[config.mk]
export PLATFORM = sky130hd
export DESIGN_NAME = evm_session_controller
export DESIGN_NICKNAME = d
export VERILOG_FILES = /design/src/rtl/evm_session_controller.sv
export SDC_FILE = /design/constraint.sdc
export NUM_CORES = 1
export LEC_CHECK = 0
export CELL_PAD_IN_SITES_DETAIL_PLACEMENT = 2
export CELL_PAD_IN_SITES_GLOBAL_PLACEMENT = 2
export CORE_ASPECT_RATIO = 0.6
export CORE_MARGIN = 2
export CORE_UTILIZATION = 43
export CTS_BUF_LIST = sky130_fd_sc_hd__clkbuf_2
export CTS_CLUSTER_DIAMETER = 40
export DETAILED_ROUTE_END_ITERATION = 8
export HOLD_SLACK_MARGIN = 0.05
export PLACE_DENSITY = 0.9
export SLEW_MARGIN = 20
export SYNTH_ARGS = -nofsm -noshare
export SYNTH_HDL_FRONTEND = slang
export SYNTH_SLANG_ARGS = --single-unit
export TNS_END_PERCENT = 50
[constraint.sdc]
create_clock -name clk -period 5.01 [get_ports clk]
set_input_delay 1.002 -clock clk [delete_from_list [all_inputs] [get_ports clk]]
set_output_delay 1.002 -clock clk [all_outputs]
set_load 0.01 [all_outputs]
[src/rtl/evm_session_controller.sv]
// Polling-session sequencer for the EVM: officer authentication, voter lookup,
// repeat-voter blocking, timed ballot and saturating per-candidate tallies.
module evm_session_controller #(
  parameter int ADDRESS_SIZE   = 4,
  parameter int NUM_CAND       = 4,
  parameter int COUNT_WIDTH    = 8,
  parameter int LOOKUP_TIMEOUT = 8,
  parameter int BALLOT_TIMEOUT = 64,
  localparam int SEL_W = (NUM_CAND > 1) ? $clog2(NUM_CAND) : 1
) (
  input  logic                    clk,
  input  logic                    reset_n,
  input  logic                    officer_login,
  input  logic                    voter_req,
  input  logic                    close_session,
  input  logic                    db_done,
  input  logic                    officer_ok,
  input  logic                    reset_ok,
  input  logic                    voter_ok,
  input  logic [ADDRESS_SIZE-1:0] voter_addr,
  input  logic [NUM_CAND-1:0]     cand_sel,
  input  logic [SEL_W-1:0]        count_sel,
  output logic                    db_read_enable,
  output logic                    session_active,
  output logic                    ballot_open,
  output logic                    vote_accepted,
  output logic                    reject,
  output logic [1:0]              reject_code,
  output logic [COUNT_WIDTH-1:0]  count_out
);

  localparam int NUM_ADDR = 2 ** ADDRESS_SIZE;
  localparam int TMAX     = (LOOKUP_TIMEOUT > BALLOT_TIMEOUT) ? LOOKUP_TIMEOUT : BALLOT_TIMEOUT;
  localparam int TIMER_W  = $clog2(TMAX + 1);
  localparam logic [TIMER_W-1:0] LOOKUP_LAST = TIMER_W'(LOOKUP_TIMEOUT - 1);
  localparam logic [TIMER_W-1:0] BALLOT_LAST = TIMER_W'(BALLOT_TIMEOUT - 1);

  localparam logic [1:0] CODE_BAD_ID  = 2'b01;
  localparam logic [1:0] CODE_VOTED   = 2'b10;
  localparam logic [1:0] CODE_TIMEOUT = 2'b11;

  typedef enum logic [2:0] {IDLE, AUTH_WAIT, READY, LOOKUP, BALLOT, COMMIT} state_e;

  state_e                   state_q;
  logic [TIMER_W-1:0]       timer_q;
  logic [ADDRESS_SIZE-1:0]  voterAddr_q;
  logic [SEL_W-1:0]         candIdx_q;
  logic [NUM_ADDR-1:0]      voted_q;
  logic [COUNT_WIDTH-1:0]   tally_q [NUM_CAND];

  logic                     candOneHot;
  logic [SEL_W-1:0]         candIdx;

  always_comb begin
    candIdx = '0;
    for (int i = 0; i < NUM_CAND; i++) begin
      if (cand_sel[i]) candIdx = SEL_W'(i);
    end
  end

  assign candOneHot = (cand_sel != '0) && ((cand_sel & (cand_sel - NUM_CAND'(1))) == '0);
  assign count_out  = tally_q[count_sel];

  // Outputs are loaded alongside the state so they always match the state being entered.
  always_ff @(posedge clk or negedge reset_n) begin
    if (!reset_n) begin
      state_q        <= IDLE;
      timer_q        <= '0;
      voterAddr_q    <= '0;
      candIdx_q      <= '0;
      voted_q        <= '0;
      for (int i = 0; i < NUM_CAND; i++) tally_q[i] <= '0;
      db_read_enable <= 1'b0;
      session_active <= 1'b0;
      ballot_open    <= 1'b0;
      vote_accepted  <= 1'b0;
      reject         <= 1'b0;
      reject_code    <= 2'b00;
    end else begin
      db_read_enable <= 1'b0;
      vote_accepted  <= 1'b0;
      reject         <= 1'b0;
      case (state_q)
        IDLE: begin
          if (officer_login) begin
            state_q        <= AUTH_WAIT;
            timer_q        <= '0;
            db_read_enable <= 1'b1;
          end
        end
        AUTH_WAIT: begin
          if (db_done) begin
            if (reset_ok) begin
              state_q <= IDLE;
              voted_q <= '0;
              for (int i = 0; i < NUM_CAND; i++) tally_q[i] <= '0;
            end else if (officer_ok) begin
              state_q        <= READY;
              session_active <= 1'b1;
            end else begin
              state_q     <= IDLE;
              reject      <= 1'b1;
              reject_code <= CODE_BAD_ID;
            end
          end else if (timer_q == LOOKUP_LAST) begin
            state_q     <= IDLE;
            reject      <= 1'b1;
            reject_code <= CODE_TIMEOUT;
          end else begin
            timer_q <= timer_q + TIMER_W'(1);
          end
        end
        READY: begin
          if (close_session) begin
            state_q        <= IDLE;
            session_active <= 1'b0;
          end else if (voter_req) begin
            state_q        <= LOOKUP;
            timer_q        <= '0;
            db_read_enable <= 1'b1;
          end
        end
        LOOKUP: begin
          if (db_done) begin
            if (voter_ok && !voted_q[voter_addr]) begin
              state_q     <= BALLOT;
              voterAddr_q <= voter_addr;
              timer_q     <= '0;
              ballot_open <= 1'b1;
            end else begin
              state_q     <= READY;
              reject      <= 1'b1;
              reject_code <= voter_ok ? CODE_VOTED : CODE_BAD_ID;
            end
          end else if (timer_q == LOOKUP_LAST) begin
            state_q     <= READY;
            reject      <= 1'b1;
            reject_code <= CODE_TIMEOUT;
          end else begin
            timer_q <= timer_q + TIMER_W'(1);
          end
        end
        BALLOT: begin
          if (candOneHot) begin
            state_q     <= COMMIT;
            candIdx_q   <= candIdx;
            ballot_open <= 1'b0;
          end else if (timer_q == BALLOT_LAST) begin
            state_q     <= READY;
            ballot_open <= 1'b0;
            reject      <= 1'b1;
            reject_code <= CODE_TIMEOUT;
          end else begin
            timer_q <= timer_q + TIMER_W'(1);
          end
        end
        COMMIT: begin
          if (tally_q[candIdx_q] != '1) tally_q[candIdx_q] <= tally_q[candIdx_q] + COUNT_WIDTH'(1);
          voted_q[voterAddr_q] <= 1'b1;
          vote_accepted        <= 1'b1;
          state_q              <= READY;
        end
        default: begin
          state_q        <= IDLE;
          session_active <= 1'b0;
          ballot_open    <= 1'b0;
        end
      endcase
    end
  end

endmodule

==> impl.org, run 1 <==
** Yosys
- Counting flops with a built-in enable in the synthesized netlist gives 0.
- Yosys warning total :: 0
- Of all flip-flops after synthesis, the portion carrying an async set or reset was 100%.
- Synthesis produced a netlist with a net count of 366.
- In the synthesized netlist, the number of instances is 345.
- Count of different cell masters after synthesis :: 53
- A synthesized cell averages 11.0 µm².
- Yosys reg bits :: 71
- Total standard cell area after synthesis :: 3790 µm²
- For this run, the leading register cell type out of synthesis is dfrtp_1.
- The share of the Yosys chip area taken by registers is 46.8%.

** Drt
- # DRC :: 0
- Once detail routing completed, the nets flagged for antenna violations numbered 0.
- Wire length per cell :: 24.8 µm
- Summing over every cut layer, the via total after detailed routing is 3111.
- Final wirelength :: 12100 µm
- First-pass detailed-route iteration total :: 4
- Using the TritonRoute via totals, the vias-per-cell ratio works out to 6.35.
- For this block, the initial DRC count from the detailed router was 214.

** Layout
- The finished cells cover 4250 µm².
- Measured on the finished design, the core utilization comes to 49.7%.
- Fin cells :: 490
- Total inserted antenna cells :: 0
- Share of post-route cells with drive strength above 1 :: 10.6%
- Fin nets :: 396
- Count of fill cells added during filler insertion :: 864
- Area of combinational cells with multiple inputs :: 1900 µm²
- Sequential cell area :: 1780 µm²
- Compared with the post-synthesis result, the final layout area differs by 12.0%.

** Worst setup path
- Largest delay contributor family on the critical path :: buffers and inverters
- Slowest cell delay on critical path :: 0.93 ns
- Most frequent cell on the critical path :: clkdlybuf4s50_1
- The setup path with the least slack is of type in -> out.
- For the worst setup path, the data arrival time is 3.04 ns.
- STA puts the critical path data required time at 4.01 ns.
- In this run the critical register-to-register path is launched from candIdx_q[0].
- STA classifies the critical path endpoint as an output pin.
- Of all nets on the critical path, the largest fanout is 8.
- The signal on the critical path passes through clkdlybuf4s50_1, mux4_2, clkdlybuf4s50_1.
- For this design, the slowest cell found on the critical path is clkdlybuf4s50_1.
- Launching instance or port of the critical path :: count_sel[0]
- The critical path contains buffers and inverters numbering 2 combined.
- The worst setup path is launched from a primary input.

** Clock tree
- In this run, CTS created clock tree buffers numbering 9.
- Clk slew on worst S/H paths :: 0.18 ns
- CTS placed an instance of clkbuf_2 at the clock tree root.
- TritonCTS built the clock tree.
- Clk Latency, worst-skew pair :: 0.55 ns
- CTS-repair resized insts :: 0
- The longest clock path from root to sink contains 2 buffers.
- In this run, post-CTS hold repair placed 0 buffers.
- The H-tree generated during clock tree synthesis spans 3 levels.
- Once the clock tree was built, the setup fixing pass inserted 0 buffers.
- The clock net in this run drives a total of 71 sinks.

** Power
- In this run the static leakage power is 1.84 nW.
- In this run the power density over the cells is 414 nW/µm².
- Summing internal, switching and leakage power gives 1.76 mW.
- Worst supply voltage drop on vdd :: 0.218 mV

** Timing
- For the finished layout, the period the worst path requires is 4.04 ns.
- Setup TNS after final layout :: 0 ns
- Rel. slew slack :: 39.6%
- Unrepaired setup endpoints after global routing :: no
- Worst-case clock skew :: 0.0336 ns
- The count of final hold-check violations was 0.
- For this run, the top clock speed supported by timing is 247 MHz.
- Slack of the critical path :: 0.965 ns
- Final clock period utilization by the worst path :: 80.7%
- For the pin with the worst max-slew slack, the measured transition is 0.906 ns.
- The max-slew violation total from the final report came to 0.
- Min Hold Slack :: 0.517 ns
- Count of endpoints failing setup in the final report :: 0

** Min path
- The tightest min-delay check is of the reg -> reg type.
- Hold path startpoint :: voted_q[2]

** Placement
- The congestion estimate from routability-driven global placement came to 0.805.
- Post-place instance area :: 4180 µm²
- Total instance count after detailed placement :: 476
- Detailed Place HPWL :: 8870 µm
- Port Buffers :: 33
- Prior to clock tree synthesis, the placed netlist has a worst setup slack of 0.905 ns.

** Status
- Run status :: complete, no violations

** Global route
- Wire length of the first global-routing pass :: 19700 µm
- Number of antenna violations at the first check in global routing :: 0
- The number of global-route vias before repair was 3389.
- Summed over all layers, the global routing overflow is 0.
- In the global route stage, overall resource usage came out at 26.6%.
- Largest net degree at the start of global routing :: 39

** Job
- Max-cap violations in this run came to 0.

** Floorplan
- The floorplan step set the die height to 76.8 µm.
- Pin placement for this block handled 34 I/O pins.
- Floorplan core area :: 8560 µm²
- Floorplan row count :: 26
- Effective utilization at floorplan :: 44.4%
- The die covers 9620 µm².
- The die is 125 µm wide.
-- cell usage after synthesis (3+ instances only) --
cell type	n	share of area, %
a22o_1	20	4.6
inv_1	7	0.69
a21o_1	5	0.99
o21ai_1	11	1.5
nor3_1	9	1.2
mux4_2	17	10
nor4_1	3	0.49
o31ai_2	3	0.99
nand3_1	6	0.79
a31oi_1	14	2.3
mux4_1	4	2.8
buf_6	3	0.89
nor2_1	35	3.5
o21ai_0	13	1.7
a21oi_1	19	2.5
dfrtp_1	71	47
nand2b_1	5	0.82
clkbuf_1	9	0.89
nor2b_1	10	1.6
a32o_1	5	1.3
xor2_1	3	0.69
o31ai_1	6	1.2
nand2_1	27	2.7
-- cells by family (layout without fill, tap and decap cells) --
group	after synthesis	after routing	share of synthesized area [%]
xor+xnor	5	5	1.15
simple gates	110	110	13.9
mux	25	25	14.0
flops	71	71	46.8
buf+inv	23	56	3.10
fa+ha+maj	2	2	0.659
compound gates	109	109	20.3
-- path summary, 6_finish.rpt --
kind                                      to  slack, ns  depth (start not counted)
worst min-delay path              voted_q[2]       0.52                          2
worst max register to register    tally_q[1]       1.68                          6
max in group asynchronous         voted_q[8]       3.43                          2
worst min register to register    voted_q[2]       0.52                          2
worst max-delay path            count_out[2]       0.97                          3
min in group asynchronous             reject       0.55                          1
-- flip-flops by register name (all words and copies together), names as in the netlist, 2 cells and up --
register     count
timer_q          7
tally_q         32
voted_q         16
state_q          3
candIdx_q        2
reject_code      2
voterAddr_q      4
-- per-layer routing --
layer	vias to the layer above	share of wire [%]	track usage (%)
met5	-	0	0
met4	0	1.2	6.22
met3	15	5.2	5.09
met2	89	45	40.7
met1	1633	48	39.5
li1	1374	-	-
-- report_power, final --
part | internal, mW | switching [mW] | leakage [nW]
logic | 0.270 | 0.344 | 0.829
clock network | 0.0603 | 0.206 | 0.0527
registers | 0.691 | 0.189 | 0.959
total | 1.02 | 0.739 | 1.84
-- worst min-delay path, stage by stage, from the launching register on --
cell and delay [ns]:
dfrtp_1 0.38, a21oi_1 0.05, nor2_1 0.07
-- area by class of cell --
type | count | share of cell area, %
clock buffer | 11 | 1.29
clock inverter | 3 | 0.294
inverter | 7 | 0.618
multi-input combinational | 251 | 44.7
sequential | 71 | 41.8
tap | 112 | 3.30
timing repair buffer | 35 | 8.00
-- cell usage in the layout (no fill, tap or decap), types with 11 or more instances in the layout --
| master | n |
|---|---|
| o21ai_0 | 13 |
| a22o_1 | 20 |
| o21ai_1 | 11 |
| dfrtp_1 | 71 |
| mux4_2 | 17 |
| nand2_1 | 27 |
| clkdlybuf4s50_1 | 32 |
| clkbuf_2 | 11 |
| nor2_1 | 35 |
| a21oi_1 | 19 |
| a31oi_1 | 14 |
(Power assumes the default switching activity.)
==> run 2, diff against run 1 <==
- CORE_UTILIZATION: 43 -> 36
- PLACE_DENSITY: 0.9 -> 0.8
- clock period: 5.01 -> 3.6 ns (I/O delays scaled with it)
==> run 2 against run 1 <==
Global-route usage is 4.8 points lower; die area is 19% higher; sequential power is 33% higher; critical path depth is 4 higher; total power is 45% higher; largest cell class unchanged; clock-buffer cell count is 2 lower; flip-flop and latch count stayed put; sequential share of layout area is 1.2 points lower; clock power is 69% higher; worst setup slack worse by 0.57 ns; cell area is 3.1% higher; critical path type is now in -> reg.
==> impl.org, run 2 (synthesis results as in run 1) <==
** Layout
- From synthesis to final layout, the design area changed by 15.5%.
- Fin cells :: 523
- Summing all multi-input logic gate instances after layout gives 1900 µm².
- Top library cells by usage in the layout, fill and taps aside :: 71 x dfrtp_1, 35 x nor2_1, 32 x clkdlybuf4s50_1, 27 x nand2_1, 20 x a22o_1
- Register bank with the most flops :: tally_q
- Sequential cell area :: 1780 µm²
- In the final design database the tool counted 404 nets.
- Leaving out fill and tap cells, the most frequent cell in the layout is dfrtp_1.
- Flip-flop count of the largest register, all copies and words added :: 32
- Count of fill cells added during filler insertion :: 1049
- Share of post-route cells with drive strength above 1 :: 12.9%
- Largest registers :: tally_q: 32 flops, voted_q: 16 flops, timer_q: 7 flops
- Total inserted antenna cells :: 0
- Non-Filler Cell Area, Final :: 4380 µm²

** Clock tree
- Number of H-tree branching levels :: 3
- In this run the deepest clock path goes through 2 buffers.
- Clock root buffer master :: clkbuf_2
- Number of buffers inserted for hold repair after clock tree synthesis :: 0
- The number of gates resized after CTS was 0.
- TritonCTS built the clock tree.
- The clock net in this run drives a total of 71 sinks.
- The number of clock buffers added by TritonCTS is 9.
- The number of setup buffers added after CTS is 0.
- After clock tree synthesis, the clock-pin slew on the worst setup and hold paths is 0.21 ns.
- Clk Latency, worst-skew pair :: 0.52 ns

** Timing
- The final critical path takes up 89.0% of the cycle.
- Setup repair after global routing left no endpoint under its margin.
- For this run, the top clock speed supported by timing is 312 MHz.
- Between clock sinks in the finished design, the worst skew comes to 0.0282 ns.
- Tmin final :: 3.20 ns
- At the pin with the least slew margin, the transition time is 0.901 ns.
- Number of pins with negative max-slew slack in the final report :: 0
- The count of final hold-check violations came to 0.
- Setup violations remaining at the end of the flow were counted as 0.
- Headroom to the max-slew limit came out at 39.6%.

** Power
- Worst supply voltage drop on vdd :: 0.232 mV
- In this run the static leakage power is 1.90 nW.
- Relative contribution of combinational cells to total power :: 36.5%
- The analysis attributes to net switching a power of 1.03 mW.
- The internal power of the cells totals 1.52 mW.
- Power density of the placed cells :: 581 nW/µm²
- Reg power frac :: 45.8%
- Switching share of total power :: 40.3%
- Power consumption :: 2.55 mW
- The clock network is responsible for 17.7% of the overall power.

** Drt
- Final wirelength :: 11400 µm
- Vias per inst :: 5.92
- Via count :: 3094
- Wire length per cell :: 21.8 µm
- After the first detailed-routing iteration, the DRC count stood at 173.
- # DRC :: 0
- The first detailed-routing pass took 5 iterations.
- The count of nets left with antenna violations once routing finished came out at 0.

** Worst setup path
- At the worst endpoint, the arrival time is 3.63 ns.
- Slowest cell delay on critical path :: 0.63 ns
- The worst setup path is captured at a flip-flop.
- For the worst setup path, the data required time is 4.02 ns.
- Largest delay contributor family on the critical path :: multiplexers
- Along the worst path, the maximum fanout reaches 6.
- Series of cell instances along the critical path :: clkdlybuf4s50_1, mux4_1, mux4_2, o21ba_1, a211o_4, or2_0, o31ai_2
- The critical path is of the in -> reg type.
- Worst Path Buf+Inv :: 1
- Startpoint Class :: primary input
- The slowest stage of the critical path is the clkdlybuf4s50_1 cell.

** Placement
- Input and output buffers added on the ports amount to 33.
- Routability-driven placement finished with a final weighted congestion of 0.877.
- The wire-length estimate of the detail-placed layout is 8710 µm.
- Post-place instance area :: 4270 µm²
- Total instance count after detailed placement :: 507

** Job
- The tool flagged a number of max-cap violations equal to 0.

** Floorplan
- Floorplan core area :: 10100 µm²
- Vertical die dimension :: 83.5 µm
- Measured along the x axis, the die boundary spans 137 µm.
- Effective utilization at floorplan :: 37.7%
- Number of placed I/O pins :: 34
- Die Outline Area :: 11400 µm²
- Floorplan row count :: 28

** Global route
- For this run the aggregate overflow at the end of global routing stands at 0.
- Global-route usage over all layers :: 21.9%
- Number of antenna violations at the first check in global routing :: 0
- Largest net degree at the start of global routing :: 28
- The first global-routing pass estimated 19000 µm of wire.
- Via count of the first global-routing pass :: 3325

** Status
- The run finished with clean final reports.

** Min path
- Classification of the worst-slack hold path :: in -> async
## run 2: cell types whose count changed in the layout (fill, tap and decap cells not counted), sizes merged
cell | before | now
buf | 3 | 11
clkbuf | 11 | 9
clkinv | 3 | 5
bufinv | 0 | 1
clkinvlp | 0 | 1
## run 2: cell type report
class	instances	share of cell area, %
timing repair buffer	43	9.14
inverter	7	0.600
clock buffer	9	1.03
clock inverter	7	1.46
multi-input combinational	251	43.4
sequential	71	40.5
tap	135	3.85
## run 2: final timing paths
path | start | end | slack [ns] | cells past startpoint
min in group clk | voted_q[7] | voted_q[7] | 0.52 | 2
worst min register to register | voted_q[7] | voted_q[7] | 0.52 | 2
max in group asynchronous | reset_n | timer_q[6] | 2.56 | 2
worst min-delay path | reset_n | tally_q[18] | 0.20 | 1
worst max-delay path | voter_addr[2] | timer_q[3] | 0.40 | 7
worst max register to register | candIdx_q[0] | tally_q[5] | 0.74 | 6
## run 2: stage by stage
| stage | util, % | setup TNS, ns | setup slack (ns) | hold WS (ns) |
|---|---|---|---|---|
| after floorplan | - | 0 | 0.610 | 0.424 |
| after global placement | 42.5 | 0 | 0.00996 | 0.463 |
| after detailed placement | 42.5 | -0.426 | -0.137 | 0.484 |
| after CTS | 43.6 | 0 | 0.409 | 0.166 |
| after global routing | 43.6 | 0 | 0.306 | 0.155 |
| final | 43.6 | 0 | 0.398 | 0.196 |
## run 2: worst register-to-register path: cells and delay by family, from the launching register on
| kind | cells | cell delay, ns |
|---|---|---|
| AND/OR/NAND/NOR | 1 | 0.30 |
| flip-flops | 1 | 0.52 |
| buffers and inverters | 1 | 0.31 |
| AO/OA/AOI/OAI | 3 | 1.06 |
| multiplexers | 1 | 0.61 |
## run 2: per-layer routing
metal,wire (µm),track usage (%),vias up,part of all wire [%]
met5,0,0,-,0
met4,72,4.17,0,0.63
met3,596,5.83,8,5.2
met2,4960,30.4,77,44
met1,5770,34.0,1613,51
li1,-,-,1396,-
## run 2: power groups by stage
| stage | clock, mW | sequential [mW] | combinational, mW |
|---|---|---|---|
| 3_5_place_dp | 0 | 1.18 | 0.928 |
| 4_1_cts | 0.468 | 1.17 | 0.933 |
| 5_1_grt | 0.504 | 1.20 | 1.02 |
| 6_report | 0.450 | 1.17 | 0.930 |
| 2_1_floorplan | 0 | 1.08 | 0.661 |
| 3_3_place_gp | 0 | 1.17 | 0.877 |
==> run 3, diff against run 2 <==
--- a/config.mk
+++ b/config.mk
@@ -15,2 +15,3 @@
 export DETAILED_ROUTE_END_ITERATION = 8
+export GPL_ROUTABILITY_DRIVEN = 0
 export HOLD_SLACK_MARGIN = 0.05
==> constraint.sdc (replaced) <==
create_clock -name clk -period 3.6 [get_ports clk]
set_input_delay 0.9 -clock clk [delete_from_list [all_inputs] [get_ports clk]]
set_output_delay 0.9 -clock clk [all_outputs]
set_load 0.01 [all_outputs]
==> run 3 against run 2 <==
Maximum frequency down 9.3%; largest cell class unchanged; critical endpoint is now count_out[3]; first-iteration DRC count grew 14%; worst hold slack better by 0.13 ns; combinational power is 2% higher; wire length up 6.2%; die area is the same.
==> impl.org, run 3 (synthesis results as in run 1) <==
** Floorplan
- The region available for standard cell placement spans 10100 µm².
- Floorplan row count :: 28
- Vertical die dimension :: 83.5 µm
- The initial utilization of the core area, before any placement, comes to 37.7%.
- Pin placement for this block handled 34 I/O pins.
- Die X :: 137 µm
- Die Outline Area :: 11400 µm²

** Status
- Run status :: complete, no violations

** Worst setup path
- Worst r2r dst :: tally_q[5]
- The worst register-to-register path begins at candIdx_q[0].
- Series of cell instances along the critical path :: clkdlybuf4s50_1, buf_4, mux4_2, clkdlybuf4s50_1
- Type of the worst setup path :: in -> out
- Data on the critical path arrives at its endpoint at 2.63 ns.
- Startpoint Class :: primary input
- For the worst setup path, the data required time is 2.70 ns.
- In this design, the critical path's most frequently occurring cell is clkdlybuf4s50_1.
- Slowest cell delay on critical path :: 0.52 ns
- FF-to-FF path depth :: 6
- Standard cell with the maximum stage delay on the critical path :: mux4_2
- Maximum fanout along the worst path :: 5
- STA classifies the critical path endpoint as an output pin.
- FF-to-FF setup slack :: 0.68 ns

** Clock tree
- Clock root buffer master :: clkbuf_2
- Number of H-tree branching levels :: 3
- Post-CTS repair changed the size of 0 cells.
- Total clock buffers created by CTS :: 9
- For this design, the sink count on the clock tree is 71.
- Number of buffers on the longest clock path :: 2
- CTS tree :: built
- Number of buffers inserted for hold repair after clock tree synthesis :: 0
- The clock reaches the later pin of the worst-skew pair after 0.55 ns.
- After clock tree synthesis, the clock-pin slew on the worst setup and hold paths is 0.20 ns.
- Number of buffers inserted by post-CTS setup repair :: 0

** Power
- Dividing total power by cell area gives a power density of 597 nW/µm².
- For this design the static power due to leakage is 1.93 nW.
- Worst supply voltage drop on vdd :: 0.205 mV

** Global route
- Via count of the first global-routing pass :: 3443
- Global routing used 22.7% of the available tracks across all layers.
- Grt total ovfl :: 0
- Number of antenna violations at the first check in global routing :: 0
- Wire length of the first global-routing pass :: 19700 µm
- Largest net degree at the start of global routing :: 51

** Drt
- # DRC :: 0
- Wire length per cell :: 23.0 µm
- In this run, the number of DRC markers left after iteration 0 of detailed routing was 197.
- Post-route antenna net violation count :: 0
- Via count :: 3132
- For this block, the routed nets add up to 12100 µm of wire.
- First-pass detailed-route iteration total :: 4
- Vias per inst :: 5.95

** Timing
- Of the available clock period, the critical path in the final layout requires 98.1%.
- The tightest hold path in the finished design has a slack of 0.326 ns.
- Rel. slew slack :: 42.2%
- Static timing analysis puts the maximum clock frequency at 283 MHz.
- For the pin with the worst max-slew slack, the measured transition is 0.862 ns.
- Tmin final :: 3.53 ns
- Number of pins with negative max-slew slack in the final report :: 0
- Setup repair after global routing left no endpoint under its margin.
- The count of final hold-check violations was 0.
- Count of endpoints failing setup in the final report :: 0
- Across the routed clock network, the largest skew measured is 0.0365 ns.

** Placement
- In this run the tool buffered the top-level ports with 33 buffer cells.
- Detailed Place HPWL :: 8960 µm

** Job
- The tool flagged a number of max-cap violations equal to 0.

** Layout
- Flip-flop count of the largest register, all copies and words added :: 32
- The largest registers in the layout are tally_q: 32 flops, voted_q: 16 flops, timer_q: 7 flops.
- Total inserted antenna cells :: 0
- Sequential cell area :: 1780 µm²
- At the end of the flow, the number of nets in the layout was 407.
- Leaving out fill and tap cells, the most frequent cell in the layout is dfrtp_1.
- Count of fill cells added during filler insertion :: 1065
- At the end of the flow the core is filled with cells to 44.2%.
- Register bank with the most flops :: tally_q
- Top library cells by usage in the layout, fill and taps aside :: 71 x dfrtp_1, 35 x nor2_1, 32 x clkdlybuf4s50_1, 27 x nand2_1, 20 x a22o_1
- Relative to the synthesized area, the layout overhead comes to 17.1%.
- Of the cells placed in the final design, the portion with a size suffix greater than 1 is 13.8%.
- Area of combinational cells with multiple inputs :: 1900 µm²

** Min path
- Classification of the worst-slack hold path :: in -> async
## run 3: cell count changes in the layout (fill, tap and decap cells not counted)
| cell | change |
|---|---|
| buf_4 | +2 |
| buf_12 | +1 |
| bufinv_16 | +1 |
| clkbuf_2 | +1 |
| clkinv_1 | -1 |
| clkinv_2 | -1 |
## run 3: worst max path at each step
| stage | startpoint | endpoint | cells after the start |
|---|---|---|---|
| 3_5_place_dp | voter_addr[2] | timer_q[3] | 7 |
| 6_report | count_sel[0] | count_out[3] | 4 |
| 4_1_cts | count_sel[0] | count_out[3] | 4 |
| 3_3_place_gp | voter_addr[2] | timer_q[5] | 7 |
| 5_1_grt | count_sel[0] | count_out[6] | 4 |
| 2_1_floorplan | voter_addr[2] | timer_q[3] | 8 |
## run 3: cell type report
| class | instances | area share [%] |
|---|---|---|
| Sequential cell | 71 | 40.0 |
| Timing Repair Buffer | 46 | 9.80 |
| Tap cell | 135 | 3.80 |
| Clock inverter | 6 | 1.91 |
| Clock buffer | 10 | 1.13 |
| Multi-Input combinational cell | 251 | 42.8 |
| Inverter | 7 | 0.591 |
## run 3: worst max-delay path, delay by kind of cell
kind	cells	cell delay, ns
buffers and inverters	3	1.21
muxes	1	0.52
## run 3: per-layer routing
| layer | up-vias | global-route usage [%] | part of all wire, % |
|---|---|---|---|
| met3 | 8 | 4.55 | 3.6 |
| met1 | 1664 | 34.6 | 50 |
| met4 | 0 | 3.98 | 0.74 |
| met2 | 60 | 33.6 | 46 |
| li1 | 1400 | - | - |
| met5 | - | 0 | 0 |
## run 3: power breakdown
part           internal (mW)  switching [mW]
clock network          0.230           0.305
logic                  0.407           0.540
registers              0.963           0.208
total                   1.60            1.05
## run 3: through the flow
step	TNS [ns]	setup WS (ns)	total power, mW	area (µm²)	std cells
after global placement	-0.685	-0.165	2.06	4310	510
after global routing	0	0.0365	2.82	4440	526
after CTS	0	0.0566	2.66	4440	526
final	0	0.0689	2.65	4440	526
after floorplan	0	0.430	1.74	3790	345
after detailed placement	-1.34	-0.274	2.12	4310	510
